$ cat config.mk
export PLATFORM = sky130hd
export DESIGN_NAME = vga_timing_gen
export DESIGN_NICKNAME = d
export VERILOG_FILES = /design/src/rtl/vga_timing_pkg.sv /design/src/rtl/vga_pixel_strobe.sv /design/src/rtl/vga_timing_gen.sv
export SDC_FILE = /design/constraint.sdc
export NUM_CORES = 1
export LEC_CHECK = 0
export BUFFER_PORTS_ARGS = -buffer_cell sky130_fd_sc_hd__buf_2
export CAP_MARGIN = 20
export CORE_MARGIN = 10
export CORE_UTILIZATION = 50
export DETAILED_ROUTE_END_ITERATION = 8
export GPL_TIMING_DRIVEN = 0
export HOLD_SLACK_MARGIN = 0.12
export PLACE_DENSITY = 0.71
export SLEW_MARGIN = 20
export SYNTH_ARGS = -nofsm -noshare
export SYNTH_HDL_FRONTEND = slang
export SYNTH_SLANG_ARGS = --single-unit
$ cat constraint.sdc
create_clock -name clk -period 2.4 [get_ports clk]
set_clock_uncertainty 0.2 [all_clocks]
set_input_delay 0.48 -clock clk [delete_from_list [all_inputs] [get_ports clk]]
set_output_delay 0.48 -clock clk [all_outputs]
set_load 0.01 [all_outputs]
$ cat src/rtl/vga_timing_pkg.sv
// Timing constants and region helpers shared by the VGA timing generator slice.
// Holds 720x480@60 (27 MHz) defaults and a 640x480@60 set for 25 MHz boards.
package vga_timing_pkg;

  // 720x480@60, 27 MHz pixel clock: 858 x 525 total
  localparam int H720_DISPLAY = 720;
  localparam int H720_FRONT   = 16;
  localparam int H720_SYNC    = 62;
  localparam int H720_BACK    = 60;
  localparam int V480_DISPLAY = 480;
  localparam int V480_FRONT   = 9;
  localparam int V480_SYNC    = 6;
  localparam int V480_BACK    = 30;

  // 640x480@60, 25.175 MHz pixel clock (25 MHz boards are close enough): 800 x 525 total
  localparam int H640_DISPLAY = 640;
  localparam int H640_FRONT   = 16;
  localparam int H640_SYNC    = 96;
  localparam int H640_BACK    = 48;
  localparam int V640_DISPLAY = 480;
  localparam int V640_FRONT   = 10;
  localparam int V640_SYNC    = 2;
  localparam int V640_BACK    = 33;

  typedef enum logic [1:0] {
    REGION_ACTIVE,
    REGION_FRONT,
    REGION_SYNC,
    REGION_BACK
  } region_t;

  // Classifies a line/frame position; the same function serves both axes.
  function automatic region_t region_of(input int cnt, input int disp,
                                        input int front, input int sync);
    if (cnt < disp)
      return REGION_ACTIVE;
    else if (cnt < disp + front)
      return REGION_FRONT;
    else if (cnt < disp + front + sync)
      return REGION_SYNC;
    else
      return REGION_BACK;
  endfunction

endpackage

$ cat src/rtl/vga_pixel_strobe.sv
// Divides the system clock into pixel periods of CLK_DIV clocks each.
// pix_first marks the first clock of a pixel period, pix_last the final one.
module vga_pixel_strobe
  import vga_timing_pkg::*;
#(
  parameter int CLK_DIV = 1
) (
  input  logic clk,
  input  logic rst,
  output logic pix_first,
  output logic pix_last
);

  localparam int DIV_W = (CLK_DIV > 1) ? $clog2(CLK_DIV) : 1;

  logic [DIV_W-1:0] div_cnt;

  assign pix_first = (div_cnt == '0);
  assign pix_last  = (div_cnt == DIV_W'(CLK_DIV - 1));

  always_ff @(posedge clk) begin
    if (rst)
      div_cnt <= '0;
    else if (pix_last)
      div_cnt <= '0;
    else
      div_cnt <= div_cnt + DIV_W'(1);
  end

endmodule

$ cat src/rtl/vga_timing_gen.sv
// VGA sync/position timing generator; produces timing only, colour mapping lives in the board top.
// Define VGA_FRAME_COUNT_EN to add the 8-bit frame_num output.
module vga_timing_gen
  import vga_timing_pkg::*;
#(
  parameter int H_DISPLAY = H720_DISPLAY,
  parameter int H_FRONT   = H720_FRONT,
  parameter int H_SYNC    = H720_SYNC,
  parameter int H_BACK    = H720_BACK,
  parameter int V_DISPLAY = V480_DISPLAY,
  parameter int V_FRONT   = V480_FRONT,
  parameter int V_SYNC    = V480_SYNC,
  parameter int V_BACK    = V480_BACK,
  parameter int CLK_DIV   = 1
) (
  input  logic clk,
  input  logic rst,
  output logic hsync,
  output logic vsync,
  output logic display_on,
  output logic [$clog2(H_DISPLAY+H_FRONT+H_SYNC+H_BACK)-1:0] x,
  output logic [$clog2(V_DISPLAY+V_FRONT+V_SYNC+V_BACK)-1:0] y,
  output logic pixel_stb
`ifdef VGA_FRAME_COUNT_EN
  ,
  output logic [7:0] frame_num
`endif
);

  localparam int H_TOTAL = H_DISPLAY + H_FRONT + H_SYNC + H_BACK;
  localparam int V_TOTAL = V_DISPLAY + V_FRONT + V_SYNC + V_BACK;
  localparam int H_W     = $clog2(H_TOTAL);
  localparam int V_W     = $clog2(V_TOTAL);

  logic [H_W-1:0] h_cnt;
  logic [V_W-1:0] v_cnt;
  logic           pix_first;
  logic           pix_last;
  logic           h_wrap;
  logic           v_wrap;
  region_t        h_region;
  region_t        v_region;

  vga_pixel_strobe #(
    .CLK_DIV(CLK_DIV)
  ) u_strobe (
    .clk      (clk),
    .rst      (rst),
    .pix_first(pix_first),
    .pix_last (pix_last)
  );

  assign h_wrap = (h_cnt == H_W'(H_TOTAL - 1));
  assign v_wrap = (v_cnt == V_W'(V_TOTAL - 1));

  // Counters step at the end of each pixel period so every pixel lasts CLK_DIV clocks.
  always_ff @(posedge clk) begin
    if (rst) begin
      h_cnt <= '0;
      v_cnt <= '0;
    end else if (pix_last) begin
      if (h_wrap) begin
        h_cnt <= '0;
        v_cnt <= v_wrap ? '0 : v_cnt + V_W'(1);
      end else begin
        h_cnt <= h_cnt + H_W'(1);
      end
    end
  end

  always_comb begin
    h_region = region_of(int'(h_cnt), H_DISPLAY, H_FRONT, H_SYNC);
    v_region = region_of(int'(v_cnt), V_DISPLAY, V_FRONT, V_SYNC);
  end

  // Every output is registered from the same counter state so all of them lag by one clock together.
  always_ff @(posedge clk) begin
    if (rst) begin
      hsync      <= 1'b1;
      vsync      <= 1'b1;
      display_on <= 1'b0;
      x          <= '0;
      y          <= '0;
      pixel_stb  <= 1'b0;
    end else begin
      hsync      <= (h_region != REGION_SYNC);
      vsync      <= (v_region != REGION_SYNC);
      display_on <= (h_region == REGION_ACTIVE) && (v_region == REGION_ACTIVE);
      x          <= h_cnt;
      y          <= v_cnt;
      pixel_stb  <= pix_first;
    end
  end

`ifdef VGA_FRAME_COUNT_EN
  logic [7:0] frame_cnt;

  // frame_cnt tracks the counters; frame_num is delayed one clock to stay aligned with x/y.
  always_ff @(posedge clk) begin
    if (rst) begin
      frame_cnt <= '0;
      frame_num <= '0;
    end else begin
      if (pix_last && h_wrap && v_wrap)
        frame_cnt <= frame_cnt + 8'd1;
      frame_num <= frame_cnt;
    end
  end
`endif

endmodule

==> flow_summary_export.csv, run 1 <==
group,metric,value,unit
sta,finalCritPeriodShare,96.8,%
routing,dr.first_iter.drc_count,125,
global_routing,grt_antenna_before_repair,0,
cells_and_area,diodes,0,
sta,timing.final.crit_period,2.32,ns
synthesis,synth_cell_type_count,37,
worst_setup_path,start_kind,"flip-flop",
run,drv_cap,0,
synthesis,synth_simple_gate_area_share,29.8,%
place,gp_congestion,0.915,
synthesis,synth_xor_area_share,4.82,%
worst_setup_path,rrSetupSlack,0.08,ns
cts,clkSinkCount,45,
worst_setup_path,crit_slowest_cell,"or4_4",
synthesis,syn_nets,196,
sta,fmax,0.430,GHz
place,hpwl,2800,um
synthesis,synth_area,1820,um2
die,die_y,80.3,um
status,outcome,"finished clean",
routing,viasPerCell,5.37,
synthesis,synth-edff-count,0,
synthesis,synth_top_family_by_area,"simple AND/OR/NAND/NOR gates",
synthesis,syn_inst,189,
sta,worst_pin_slew,0.618,ns
routing,routed_wl,3700,um
sta,rsz0062_at_grt,"no",
synthesis,ys_seq_elements,45,
worst_setup_path,path_class,"flip-flop to flip-flop",
pwr,power,1170,uW
global_routing,grt_usage,11.8,%
synthesis,yosys.area.top_type,"dfxtp_1",
sta,hold_viol,0,
cts,cts_made_buffers,5,
synthesis,synth_compound_area_share,8.47,%
cts,cts_root_buf,"clkbuf_4",
cells_and_area,layout-drive-gt1-share,19.9,%
cts,cts_tree,"built",
cells_and_area,final_nets,227,
min_path,hold_class,"primary input to flip-flop",
synthesis,yosysWarnings,0,
cts,clkSlewWorstSetupHoldPaths,0.13,ns
routing,postRouteAntennaNets,0,
routing,drc_errors,0,
die,start_util,53.2,%
global_routing,grt-ovfl-total,0,
routing,dr.pass1.iters,4,
worst_setup_path,path_max_fanout,7,
synthesis,synth_ff_type,"dfxtp_1",
place,numPlacedInstances,259,
worst_setup_path,cpPeakStageDelay,0.53,ns
cts,cts_max_level,2,
sta,relSlewSlack,58.5,%
cells_and_area,area_delta_synth_final,14.0,%
synthesis,synth.top_cells.by_count,"45 x dfxtp_1, 19 x nor2b_1, 14 x nand2_1, 12 x nor2_1, 11 x nor3_1",
die,io_pins,26,
synthesis,synth.most_common_cell,"dfxtp_1",
pwr,leakagePower,0.000781,uW
worst_setup_path,required,2.49,ns
routing,wl_per_cell,13.9,um
cts,clkLatencyLatePin,0.36,ns
synthesis,synthAdderAreaFrac,3.44,%
sta,hold_ws,0.280,ns
die,fp.coreArea,3420,um2
cts,cts_max_path_buffers,2,
global_routing,grt_pass1_vias,1308,
synthesis,avgSynthCellArea,9.62,um2
place,port_buffers,24,
synthesis,yosysSeqAreaShare,49.6,%
routing,vias,1434,
worst_setup_path,critPathArrivalTime,2.42,ns
worst_setup_path,endpoint_kind,"flip-flop",
worst_setup_path,cp_cell_sequence,"inv_1 -> ha_1 -> nand4bb_4 -> buf_6 -> or4_4 -> or4_1 -> a21oi_1",
global_routing,grt_start_max_net_pins,16,
global_routing,grt_pass1_wl,6040,um
synthesis,muxShareOfSynthArea,0,%
cells_and_area,finalNonFillerCells,267,
sta,finalMaxSlewViolations,0,
pwr,vdd_drop_max,0.408,mV
synthesis,synthArstFlopShare,0,%
die,fp.dieW,80.3,um
pwr,power.density,566,nW/um2
synthesis,synth_top_cell_area_share,49.6,%
cells_and_area,finish.utilization,60.7,%
die,die-area,6450,um2
sta,setup_violations,0,
die,rows,21,
synthesis,synthTopCellsByArea,"dfxtp_1 50%, nor2b_1 6.5%, ha_1 3.4%",
cells_and_area,fillers,319,
[critical path, delay by kind of cell, from the launching register on]
family	cells	cell delay [ns]
flip-flops	1	0.37
buffers and inverters	2	0.23
AO/OA/AOI/OAI	1	0.15
adder cells (fa/ha/maj)	1	0.19
AND/OR/NAND/NOR	3	1.13
[metrics by stage]
step | area (um2) | worst slack [ns] | TNS [ns]
floorplan | 1820 | 0.178 | 0
global placement | 2000 | -0.0600 | -0.268
detailed placement | 2000 | -0.123 | -0.676
CTS | 2060 | 0.00793 | 0
global route | 2070 | 0.0143 | 0
finish | 2070 | 0.0759 | 0
[kinds of logic (layout without fill, tap and decap cells)]
family,after synthesis,count (layout)
and+or+nand+nor,90,90
DFF,45,45
AOI/OAI and AO/OA,24,24
buffers and inverters,14,46
xor gates and xnor gates,10,10
adders and majority gates,5,5
other,1,1
[worst paths after layout]
path / start / end / cells after the start
setup / recovery: h_cnt[1] / v_cnt[6] / 7
hold / removal: rst / x[9] / 2
setup reg to reg: h_cnt[1] / v_cnt[6] / 7
hold reg to reg: v_cnt[1] / v_cnt[1] / 2
[per-layer routing]
layer  vias to the layer above  track usage, %  part of all wire [%]
met5                         -               0                     0
met4                         0            5.11                   1.6
met3                         6            5.79                   9.8
met2                        51            18.1                    45
met1                       658            13.6                    44
li1                        719               -                     -
[where the power goes]
| part | leakage [uW] | total, uW | switching [uW] | internal, uW |
|---|---|---|---|---|
| clock network | 0.0000316 | 359 | 243 | 116 |
| registers | 0.000365 | 768 | 9.80 | 758 |
| logic | 0.000385 | 46.0 | 28.1 | 17.9 |
[registers in the layout, indices dropped and copies added, names as in the netlist]
| signal | cells |
|---|---|
| u_strobe.div_cnt | 1 |
| v_cnt | 10 |
| hsync | 1 |
| h_cnt | 10 |
| x | 10 |
| display_on | 1 |
| pixel_stb | 1 |
| y | 10 |
| vsync | 1 |
[layout by cell type (no fill, tap or decap), drive strengths merged, types with 2 or more instances in the layout]
cell type | netlist | routed
nand4b | 4 | 4
and3 | 3 | 3
a311oi | 2 | 2
nor2 | 12 | 12
nand2b | 2 | 2
nand2 | 14 | 14
nor3 | 11 | 11
ha | 5 | 5
a21oi | 11 | 11
o31ai | 4 | 4
nor4 | 3 | 3
nand4 | 2 | 2
nor2b | 19 | 19
o21ai | 3 | 3
xor2 | 4 | 4
inv | 5 | 6
xnor2 | 6 | 6
dfxtp | 45 | 45
or3 | 2 | 2
buf | 2 | 26
clkbuf | 7 | 12
or4 | 6 | 6
nand3 | 6 | 6
[layout make-up]
class                   instances  area, um2  area share, %
clock inverters                 3       21.3           1.03
clock buffers                   5       37.5           1.81
multi-input cells             130        866           41.8
flip-flops and latches         45        903           43.6
inverters                       5       18.8          0.905
repair buffers                 24        120           5.79
well taps                      46       57.6           2.78
plain buffers                   9       48.8           2.35
[timing repair]
action,CTS,global route
resized for setup,1,4
hold buffers,0,0
buffers inserted,0,0
endpoints found under the setup margin,7,10
pin swaps,0,0
Note: power is estimated with default switching activity, not from simulation.
==> run 2, diff against run 1 <==
clock period = 3 ns   (was 2.4 ns; I/O delays follow)
==> flow_summary_export.csv, run 2 (synthesis results as in run 1) <==
group,metric,value,unit
status,outcome,"finished clean",
cts,post_cts_buffers,0,
sta,setup_violations,0,
cells_and_area,multi_input_area,850,um2
global_routing,grt_antenna_before_repair,0,
die,die_y,80.3,um
cts,cts_made_buffers,5,
cells_and_area,area_delta_synth_final,13.0,%
cells_and_area,seq_area,901,um2
routing,dr.first_iter.drc_count,130,
routing,vias,1437,
cts,cts_repair_resize_count,0,
die,fp.dieW,80.3,um
routing,drc_errors,0,
sta,relSlewSlack,35.3,%
worst_setup_path,cp_cell_sequence,"ha_1 -> nand4bb_4 -> buf_6 -> or4_1 -> o21bai_1 -> nor2_1",
cts,clkLatencyLatePin,0.36,ns
worst_setup_path,cpPeakStageDelay,0.60,ns
pwr,power_switching,223,uW
cells_and_area,diodes,0,
routing,viasPerCell,5.38,
routing,dr.pass1.iters,4,
global_routing,grt_usage,11.8,%
sta,timing.final.crit_period,2.55,ns
place,gp_congestion,0.915,
pwr,leakagePower,0.000768,uW
cts,cts_tree,"built",
pwr,comb_power_share,3.9,%
cts,cts_max_path_buffers,2,
pwr,pwr-share-clk,30.5,%
min_path,hold_class,"flip-flop to flip-flop",
die,die-area,6450,um2
cells_and_area,final_nets,227,
worst_setup_path,path_max_fanout,7,
global_routing,grt_pass1_vias,1307,
place,hpwl,2800,um
die,rows,21,
global_routing,grt_pass1_wl,6040,um
place,placed_area,2000,um2
cts,ctsHoldBuffers,0,
global_routing,grt-ovfl-total,0,
routing,wl_per_cell,14.0,um
pwr,power.density,456,nW/um2
worst_setup_path,critPathArrivalTime,2.58,ns
pwr,seq_power_share,65.6,%
cells_and_area,fillers,316,
worst_setup_path,endpoint_kind,"flip-flop",
pwr,vdd_drop_max,0.311,mV
worst_setup_path,start_kind,"flip-flop",
cts,clkSinkCount,45,
pwr,swShare,23.8,%
routing,routed_wl,3740,um
die,io_pins,26,
cts,clkSlewWorstSetupHoldPaths,0.13,ns
cells_and_area,layout_commonest_cell,"dfxtp_1",
sta,hold_viol,0,
sta,hold_ws,0.319,ns
cells_and_area,design_area,2050,um2
cells_and_area,mostFrequentLayoutCells,"45 x dfxtp_1, 24 x buf_2, 19 x nor2b_1",
sta,rsz0062_at_grt,"no",
sta,timing.setup.tns,0,ns
place,port_buffers,24,
cts,cts_max_level,2,
die,start_util,53.2,%
sta,fmax,0.391,GHz
run,drv_cap,0,
cts,cts_root_buf,"clkbuf_4",
sta,finalMaxSlewViolations,0,
worst_setup_path,crit_slowest_cell,"or4_1",
worst_setup_path,path_class,"flip-flop to flip-flop",
global_routing,grt_start_max_net_pins,16,
pwr,p_int,713,uW
cells_and_area,layout-drive-gt1-share,18.1,%
sta,worst_pin_slew,0.962,ns
die,fp.coreArea,3420,um2
sta,finalCritPeriodShare,85.2,%
worst_setup_path,required,3.03,ns
routing,postRouteAntennaNets,0,
run 2: changes by cell type in the layout (fill, tap and decap cells not counted):
cell,change
dfxtp_1,+2
dfxtp_2,-2
nor4_2,+1
nor4_4,-1
o21bai_1,+1
o21bai_2,-1
or4_1,+1
or4_4,-1
run 2: cell type report:
cell class              instances  share of cell area [%]
clock buffers                   5                    1.83
plain buffers                   9                    2.38
inverters                       5                   0.914
flip-flops and latches         45                    43.8
repair buffers                 24                    5.85
clock inverters                 3                    1.04
multi-input cells             130                    41.4
well taps                      46                    2.80
run 2: worst max-delay path, delay by kind of cell, from the launching register on:
family / cells / cell delay, ns
and+or+nand+nor: 3 / 0.82
DFF: 1 / 0.47
adders and majority gates: 1 / 0.23
buffers and inverters: 1 / 0.14
AOI/OAI and AO/OA: 1 / 0.55
run 2: per-layer routing:
metal	global-route usage (%)	wire length [um]	vias to the layer above
met5	0	0	-
li1	-	-	721
met1	13.6	1650	652
met4	5.11	70	0
met2	18.1	1660	55
met3	5.79	363	9
run 2: power groups by stage:
| stage | logic [uW] | registers [uW] | clock network, uW |
|---|---|---|---|
| after floorplan | 24.4 | 627 | 0 |
| after global placement | 35.4 | 626 | 0 |
| after detailed placement | 36.4 | 627 | 0 |
| after CTS | 36.6 | 614 | 298 |
| after global routing | 40.7 | 616 | 328 |
| final | 36.2 | 614 | 286 |
run 2: per-stage QoR:
stage	std cells	utilization (%)	setup slack (ns)	total power [uW]
floorplan	189	-	0.778	651
global placement	259	58.4	0.540	662
detailed placement	259	58.4	0.477	663
CTS	267	60.1	0.459	949
global route	267	60.1	0.306	984
finish	267	60.1	0.445	936
run 2: path summary, 6_finish.rpt:
path                  from        to  slack [ns]  cells past startpoint
setup / recovery  h_cnt[0]  v_cnt[2]        0.45                      6
hold / removal    v_cnt[1]  v_cnt[1]        0.32                      2
setup reg to reg  h_cnt[0]  v_cnt[2]        0.45                      6
hold reg to reg   v_cnt[1]  v_cnt[1]        0.32                      2
==> run 3, diff against run 2 <==
CORE_UTILIZATION = 59   (was 50)
PLACE_DENSITY = 0.82   (was 0.71)
==> flow_summary_export.csv, run 3 (synthesis results as in run 1) <==
group,metric,value,unit
status,outcome,"finished clean",
die,fp.dieW,75.5,um
cts,clkSlewWorstSetupHoldPaths,0.12,ns
cts,cts_max_level,2,
die,rows,20,
cts,post_cts_buffers,0,
global_routing,grt_pass1_vias,1297,
cts,cts_repair_resize_count,0,
global_routing,use_met3,5.21,%
sta,finalMaxSlewViolations,0,
cells_and_area,final_nets,227,
sta,setup_violations,0,
pwr,leakagePower,0.000777,uW
worst_setup_path,required,3.03,ns
global_routing,grt_usage,13.5,%
cts,cts_tree,"built",
global_routing,grt_antenna_before_repair,0,
die,start_util,60.5,%
pwr,comb_power_share,3.6,%
worst_setup_path,endpoint_kind,"flip-flop",
routing,dr.first_iter.drc_count,76,
cells_and_area,fillers,246,
routing,postRouteAntennaNets,0,
global_routing,met1_usage,16.6,%
global_routing,top_usage_layer,"met2",
worst_setup_path,reg2reg_depth,6,
routing,wl_per_cell,14.1,um
cells_and_area,layout-drive-gt1-share,17.7,%
place,hpwl,2620,um
die,die-area,5700,um2
worst_setup_path,path_max_fanout,7,
routing,dr.pass1.iters,4,
min_path,hold_depth,1,
routing,vias,1419,
global_routing,grt-ovfl-total,0,
pwr,p_int,790,uW
global_routing,use_met2,20.3,%
sta,worst_pin_slew,1.00,ns
worst_setup_path,critPathArrivalTime,2.57,ns
routing,viasPerCell,5.61,
min_path,hold_class,"flip-flop to flip-flop",
pwr,pwr-share-clk,35.2,%
sta,timing.final.crit_period,2.54,ns
pwr,swShare,21.3,%
run,drv_cap,0,
routing,routed_wl,3570,um
cells_and_area,layout_commonest_cell,"dfxtp_1",
sta,fmax,0.393,GHz
place,gp_congestion,0.905,
sta,hold_viol,0,
cts,ctsHoldBuffers,0,
cts,cts_made_buffers,5,
pwr,vdd_drop_max,0.273,mV
sta,rsz0062_at_grt,"no",
cts,clkLatencyLatePin,0.35,ns
cells_and_area,area_delta_synth_final,12.9,%
sta,finalCritPeriodShare,84.8,%
global_routing,grt_start_max_net_pins,14,
place,port_buffers,24,
cts,cts_max_path_buffers,2,
sta,timing.setup.tns,0,ns
cells_and_area,finish.utilization,68.3,%
routing,drc_errors,0,
worst_setup_path,start_kind,"flip-flop",
cells_and_area,diodes,0,
worst_setup_path,path_class,"flip-flop to flip-flop",
cts,cts_root_buf,"clkbuf_4",
cells_and_area,mostFrequentLayoutCells,"45 x dfxtp_1, 24 x buf_2, 19 x nor2b_1",
sta,relSlewSlack,32.6,%
cts,clkSinkCount,45,
pwr,power_switching,214,uW
die,fp.coreArea,3000,um2
pwr,power.density,489,nW/um2
global_routing,grt_pass1_wl,6030,um
die,io_pins,26,
die,die_y,75.5,um
pwr,seq_power_share,61.2,%
[run 3: worst paths after layout]
path	startpoint	end	slack, ns
max	h_cnt[0]	v_cnt[2]	0.46
max reg2reg	h_cnt[0]	v_cnt[2]	0.46
min reg2reg	v_cnt[8]	y[8]	0.32
min	v_cnt[8]	y[8]	0.32
[run 3: stage by stage]
stage / hold slack [ns] / worst slack (ns) / power (uW) / instance area, um2 / cells
6_report: 0.323 / 0.456 / 1000 / 2050 / 253
3_5_place_dp: 0.303 / 0.461 / 663 / 1980 / 246
4_1_cts: 0.320 / 0.436 / 1010 / 2050 / 253
5_1_grt: 0.348 / 0.318 / 1040 / 2050 / 253
3_3_place_gp: 0.291 / 0.569 / 661 / 1980 / 246
2_1_floorplan: 0.269 / 0.778 / 651 / 1820 / 189
[run 3: area by class of cell]
class,count,area (um2),area share [%]
clock inverter,2,35.0,1.71
tap,33,41.3,2.01
sequential,45,901,43.9
timing repair buffer,24,120,5.85
buffer,9,48.8,2.38
multi-input combinational,130,850,41.4
clock buffer,5,37.5,1.83
inverter,5,18.8,0.915
[run 3: power by group through the flow]
stage                     sequential, uW  clock [uW]  combinational, uW
after floorplan                      627           0               24.4
after global placement               626           0               35.0
after detailed placement             627           0               36.3
after CTS                            613         360               36.6
after global routing                 616         384               41.0
final                                614         353               36.2
[run 3: worst max-delay path, stage by stage, from the launching register on]
cell	delay, ns
dfxtp_1	0.46
ha_1	0.23
nand4bb_4	0.11
buf_6	0.14
or4_1	0.60
o21bai_1	0.56
nor2_1	0.11
[run 3: per-layer routing]
layer  vias to the layer above  part of all wire (%)
met3                         5                   7.9
met2                        39                    44
met5                         -                     0
li1                        717                     -
met4                         0                   1.3
met1                       658                    47
